$ cat config.mk
export PLATFORM = sky130hd
export DESIGN_NAME = if_fetch_unit
export DESIGN_NICKNAME = d
export VERILOG_FILES = /design/src/rtl/if_fetch_unit.sv
export SDC_FILE = /design/constraint.sdc
export NUM_CORES = 1
export LEC_CHECK = 0
export BUFFER_PORTS_ARGS = -buffer_cell sky130_fd_sc_hd__buf_2
export CORE_MARGIN = 4
export CORE_UTILIZATION = 54
export CTS_BUF_LIST = sky130_fd_sc_hd__clkbuf_8
export CTS_CLUSTER_DIAMETER = 30
export CTS_CLUSTER_SIZE = 40
export DETAILED_ROUTE_END_ITERATION = 7
export GPL_ROUTABILITY_DRIVEN = 0
export GPL_TIMING_DRIVEN = 1
export MAX_ROUTING_LAYER = met4
export PLACE_DENSITY = 0.92
export SLEW_MARGIN = 5
export SYNTH_ARGS = -nofsm -noshare
export SYNTH_HDL_FRONTEND = slang
export SYNTH_SLANG_ARGS = --single-unit
export TNS_END_PERCENT = 10
$ cat constraint.sdc
create_clock -name clk_i -period 2.7 [get_ports clk_i]
set_clock_uncertainty 0.1 [all_clocks]
set_input_delay 0.54 -clock clk_i [delete_from_list [all_inputs] [get_ports clk_i]]
set_output_delay 0.54 -clock clk_i [all_outputs]
set_load 0.005 [all_outputs]
$ cat src/rtl/if_fetch_unit.sv
// if_fetch_unit
// Instruction-fetch stage sitting directly in front of the IF/ID register.
// It owns the fetch PC and keeps at most one request open on the
// instruction memory port. It presents one {pc, inst} entry to IF/ID,
// honouring the shared stall, and drops responses made stale by a redirect.
// Optional build macro FETCH_ADEL_EN: a misaligned fetch PC is not sent to
// memory. Instead it produces a single address-error entry flagged on if_adel_o.
module if_fetch_unit #(
   parameter logic [31:0] RESET_PC = 32'hBFC0_0000,
   parameter logic [31:0] PC_STEP  = 32'd4
) (
   input  logic        clk_i,
   input  logic        rst_i,
   input  logic        stall_i,
   input  logic        redirect_i,
   input  logic [31:0] redirect_pc_i,
   output logic        inst_req_o,
   output logic [31:0] inst_addr_o,
   input  logic        inst_addr_ok_i,
   input  logic        inst_data_ok_i,
   input  logic [31:0] inst_rdata_i,
   output logic [31:0] if_pc_o,
   output logic [31:0] if_inst_o,
`ifdef FETCH_ADEL_EN
   output logic        if_adel_o,
`endif
   output logic        if_valid_o
);

   typedef enum logic [1:0] {
      S_REQ  = 2'd0,
      S_WAIT = 2'd1,
      S_DROP = 2'd2
   } state_t;

`ifdef FETCH_ADEL_EN
   // Misaligned targets are kept so they can be reported as address errors.
   localparam logic [31:0] RESET_PC_EFF = RESET_PC;
`else
   // Without address-error reporting the low PC bits are always forced to zero.
   localparam logic [31:0] RESET_PC_EFF = RESET_PC & 32'hFFFF_FFFC;
`endif

   state_t      state_q;
   logic [31:0] pc_q;
   logic [31:0] req_pc_q;
   logic        out_valid_q;
   logic [31:0] out_pc_q;
   logic [31:0] out_inst_q;

   logic        out_free;
   logic        consume;
   logic        pc_misaligned;
   logic        fetch_ok;
   logic        accept;
   logic [31:0] redirect_target;

`ifdef FETCH_ADEL_EN
   logic        adel_q;
   logic        adel_sent_q;
`endif

   // Derive the handshake qualifiers from the current state and output register.
   always_comb begin
      out_free = !out_valid_q || !stall_i;
      consume  = out_valid_q && !stall_i;
`ifdef FETCH_ADEL_EN
      pc_misaligned   = (pc_q[1:0] != 2'b00);
      redirect_target = redirect_pc_i;
`else
      pc_misaligned   = 1'b0;
      redirect_target = redirect_pc_i & 32'hFFFF_FFFC;
`endif
      fetch_ok = (state_q == S_REQ) && out_free && !pc_misaligned;
      accept   = fetch_ok && inst_addr_ok_i;
   end

   assign inst_req_o  = rst_i && fetch_ok;
   assign inst_addr_o = pc_q;
   assign if_pc_o     = out_pc_q;
   assign if_inst_o   = out_valid_q ? out_inst_q : 32'h0;
   assign if_valid_o  = out_valid_q;
`ifdef FETCH_ADEL_EN
   assign if_adel_o   = adel_q;
`endif

   // Fetch FSM, PC and output register.
   // A redirect overrides everything else in its cycle.
   always_ff @(posedge clk_i or negedge rst_i) begin
      if (!rst_i) begin
         state_q     <= S_REQ;
         pc_q        <= RESET_PC_EFF;
         req_pc_q    <= 32'h0;
         out_valid_q <= 1'b0;
         out_pc_q    <= 32'h0;
         out_inst_q  <= 32'h0;
`ifdef FETCH_ADEL_EN
         adel_q      <= 1'b0;
         adel_sent_q <= 1'b0;
`endif
      end else if (redirect_i) begin
         pc_q        <= redirect_target;
         out_valid_q <= 1'b0;
`ifdef FETCH_ADEL_EN
         adel_q      <= 1'b0;
         adel_sent_q <= 1'b0;
`endif
         case (state_q)
            S_REQ:   state_q <= accept ? S_DROP : S_REQ;
            S_WAIT:  state_q <= inst_data_ok_i ? S_REQ : S_DROP;
            S_DROP:  state_q <= inst_data_ok_i ? S_REQ : S_DROP;
            default: state_q <= S_REQ;
         endcase
      end else begin
         if (consume) begin
            out_valid_q <= 1'b0;
`ifdef FETCH_ADEL_EN
            adel_q      <= 1'b0;
`endif
         end
         case (state_q)
            S_REQ: begin
`ifdef FETCH_ADEL_EN
               if (pc_misaligned && out_free && !adel_sent_q) begin
                  out_valid_q <= 1'b1;
                  out_pc_q    <= pc_q;
                  out_inst_q  <= 32'h0;
                  adel_q      <= 1'b1;
                  adel_sent_q <= 1'b1;
               end
`endif
               if (accept) begin
                  req_pc_q <= pc_q;
                  state_q  <= S_WAIT;
               end
            end
            S_WAIT: begin
               if (inst_data_ok_i) begin
                  out_valid_q <= 1'b1;
                  out_pc_q    <= req_pc_q;
                  out_inst_q  <= inst_rdata_i;
                  pc_q        <= req_pc_q + PC_STEP;
                  state_q     <= S_REQ;
               end
            end
            S_DROP: begin
               if (inst_data_ok_i) begin
                  state_q <= S_REQ;
               end
            end
            default: state_q <= S_REQ;
         endcase
      end
   end

endmodule
==> impl_metrics.yaml <==
sta:
  slew-limit-headroom_pct: 44.34
  tns_ns: 0
  clock.fmax_mhz: 458.3
  finalWorstSetupSlack_ns: 0.5182
  hold_viol_final: 0
  worstMarginPinSlew_ns: 0.8350
  period_needed_ns: 2.182
  setup_viol: 0
  rsz0062_at_grt: "no"
  whs_ns: 0.2015
  finalCritPeriodShare_pct: 80.81
  drv_slew: 0
worst_setup_path:
  crit_fanout: 32
  endpoint_kind: "flip-flop"
  r2r-start: "state_q[0]$_DFFE_PN0P_"
  worstRegToRegCells: 5
  critPathLaunchType: "flip-flop"
  worstSetupStartpoint: "state_q[0]$_DFFE_PN0P_"
  r2r-end: "req_pc_q[20]$_DFFE_PN0P_"
  required_ns: 2.90
  worst-r2r-setup-slack_ns: 0.52
  crit_arrival_ns: 2.39
  worstSetupPathType: "reg -> reg"
final_layout:
  finalInstanceArea_sq_um: 7400
  n_fill_cell: 871
  fin_cells: 945
  drive_gt1_share_pct: 32.09
  post-route-util_pct: 67.67
  nNetsFinal: 865
  syn_to_final_growth_pct: 22.01
global_route:
  grt_pass1_wl_um: 24240
  overflow: 0
  grt_max_degree: 69
  antenna_found_initial: 1
  grt_pass1_vias: 4906
  grt_util_all_layers_pct: 24.17
outcome:
  status: "finished clean"
synth:
  synth_area_leaders: "dfrtp_1 (50%), nand2_1 (15%), mux2_2 (4.6%)"
  ys_warn_count: 0
  synthFlopType: "dfrtp_1"
  ys_ff_latch: 131
  synth-edff-count: 0
  syn_nets: 707
  synthTopCellsByCount: "nand2_1 (243), dfrtp_1 (122), and2_1 (34), clkbuf_1 (27), mux2_2 (25)"
  synth.distinct_cells: 47
  syn-instance-count: 633
  ys_async_sr_fraction_pct: 100.0
  synth.avg_cell_area_sq_um: 9.581
  syn_area_sq_um: 6065
  yosys.area.top_type: "dfrtp_1"
  ys_seq_area_share_pct: 54.24
  synth_most_common_cell: "nand2_1"
  yosys.area.top_type_share_pct: 50.34
detailed_routing:
  drt-total-wl_um: 14720
  drt_iter0_markers: 271
  drtPass1Iterations: 4
  via_count: 4908
  viasPerCell: 5.194
  drc: 0
  drt-wirelength-per-cell_um: 15.57
  drtAntennaViolNets: 0
clock_network:
  cts_sinks: 131
  cts_made_buffers: 17
  clock_latency_ns: 0.43
  cts.clk_slew.worst_paths_ns: 0.08
  htreeDepth: 4
  clk_path_buf_depth: 2
  post-cts-setup-buffer-count: 0
  root_buffer: "clkbuf_8"
  tritoncts: "done"
placed_design:
  numPlacedInstances: 911
  dp_hpwl_um: 10310
  postPlaceCellArea_sq_um: 7012
  place_ws_ns: 0.4933
  io_buffers: 165
run:
  drv_cap: 0
power_and_ir_drop:
  powerDensity_nw_per_um2: 903.5
  leakage_nw: 3.895
  power_mw: 6.685
  ir_drop_mv: 0.4525
die:
  io_pins: 168
  die_x_um: 114.0
  die-area_sq_um: 12990
  coreArea_sq_um: 10940
  row_count: 38
  die_h_um: 114.0
  start_util_pct: 55.46
min_path:
  min_path_cells: 3
  hp-start: "inst_rdata_i[29]"
  whs_endpoint: "out_inst_q[29]$_DFFE_PN0P_"
  hold_path.class: "in -> reg"
## per-layer routing
metal	part of all wire (%)	wire, um	global-route usage (%)
met1	43	6384	31.83
met2	47	6966	38.13
met3	7.6	1119	4.828
met4	1.7	247	7.443
met5	0	0	-
## worst max path at each step
stage and to:
6_report req_pc_q[20]$_DFFE_PN0P_, 5_1_grt req_pc_q[21]$_DFFE_PN0P_, 4_1_cts req_pc_q[21]$_DFFE_PN0P_, 3_5_place_dp req_pc_q[21]$_DFFE_PN0P_
3_3_place_gp req_pc_q[28]$_DFFE_PN0P_, 2_1_floorplan req_pc_q[10]$_DFFE_PN0P_
## cell usage in the layout, fill, tap and decap left out, types with 3 or more instances in the layout
cell type and instances:
xnor2_1 8, a21oi_1 17, nor2_1 10, buf_4 10, mux2_1 7, nand3_1 16, nor3b_1 4, clkbuf_8 19
buf_2 164, dfstp_2 9, o221ai_1 10, dfrtp_1 122, mux2_2 25, o31ai_1 3, nand2_1 243, clkinv_4 5
xor2_1 14, nand4_1 9, and2_1 34, inv_1 4, ha_1 4, mux2i_1 6, o21ai_0 16, and3_1 5
clkinvlp_4 3
## cell type report
class	instances	area [sq um]	share of cell area, %
inverters	2	7.507	0.1015
well taps	140	175.2	2.367
multi-input cells	462	2613	35.31
clock buffers	19	261.5	3.534
diodes	1	2.502	0.03382
clock inverters	13	113.9	1.539
repair buffers	177	937.1	12.66
flip-flops and latches	131	3289	44.45
## where the power goes
group / total (mW) / switching [mW] / internal [mW]
logic: 1.79 / 0.904 / 0.888
registers: 3.35 / 0.655 / 2.70
clock network: 1.54 / 0.769 / 0.772
total: 6.69 / 2.33 / 4.36
## timing repair
action / CTS / global route
resized for setup: 0 / 0
hold endpoints to repair: 2 / 0
hold buffers: 1 / 0
## worst max-delay path, stage by stage (launching register included)
cell,delay [ns]
dfrtp_1,0.41
inv_1,0.07
ha_1,0.25
nand3_1,0.14
or2_2,0.68
mux2_2,0.42
## sequential cells by signal, indices dropped and copies added, names as in the netlist
signal / flops
if_pc_o: 32
if_valid_o: 1
req_pc_q: 32
inst_addr_o: 32
state_q: 2
out_inst_q: 32
## cell families after synthesis
| kind of cell | share of synthesized area (%) |
|---|---|
| simple gates | 25.95 |
| flops | 54.24 |
| compound gates | 6.024 |
| buf+inv | 2.847 |
| mux | 6.932 |
| xor+xnor | 3.177 |
| fa+ha+maj | 0.8253 |
(Power assumes the default switching activity.)
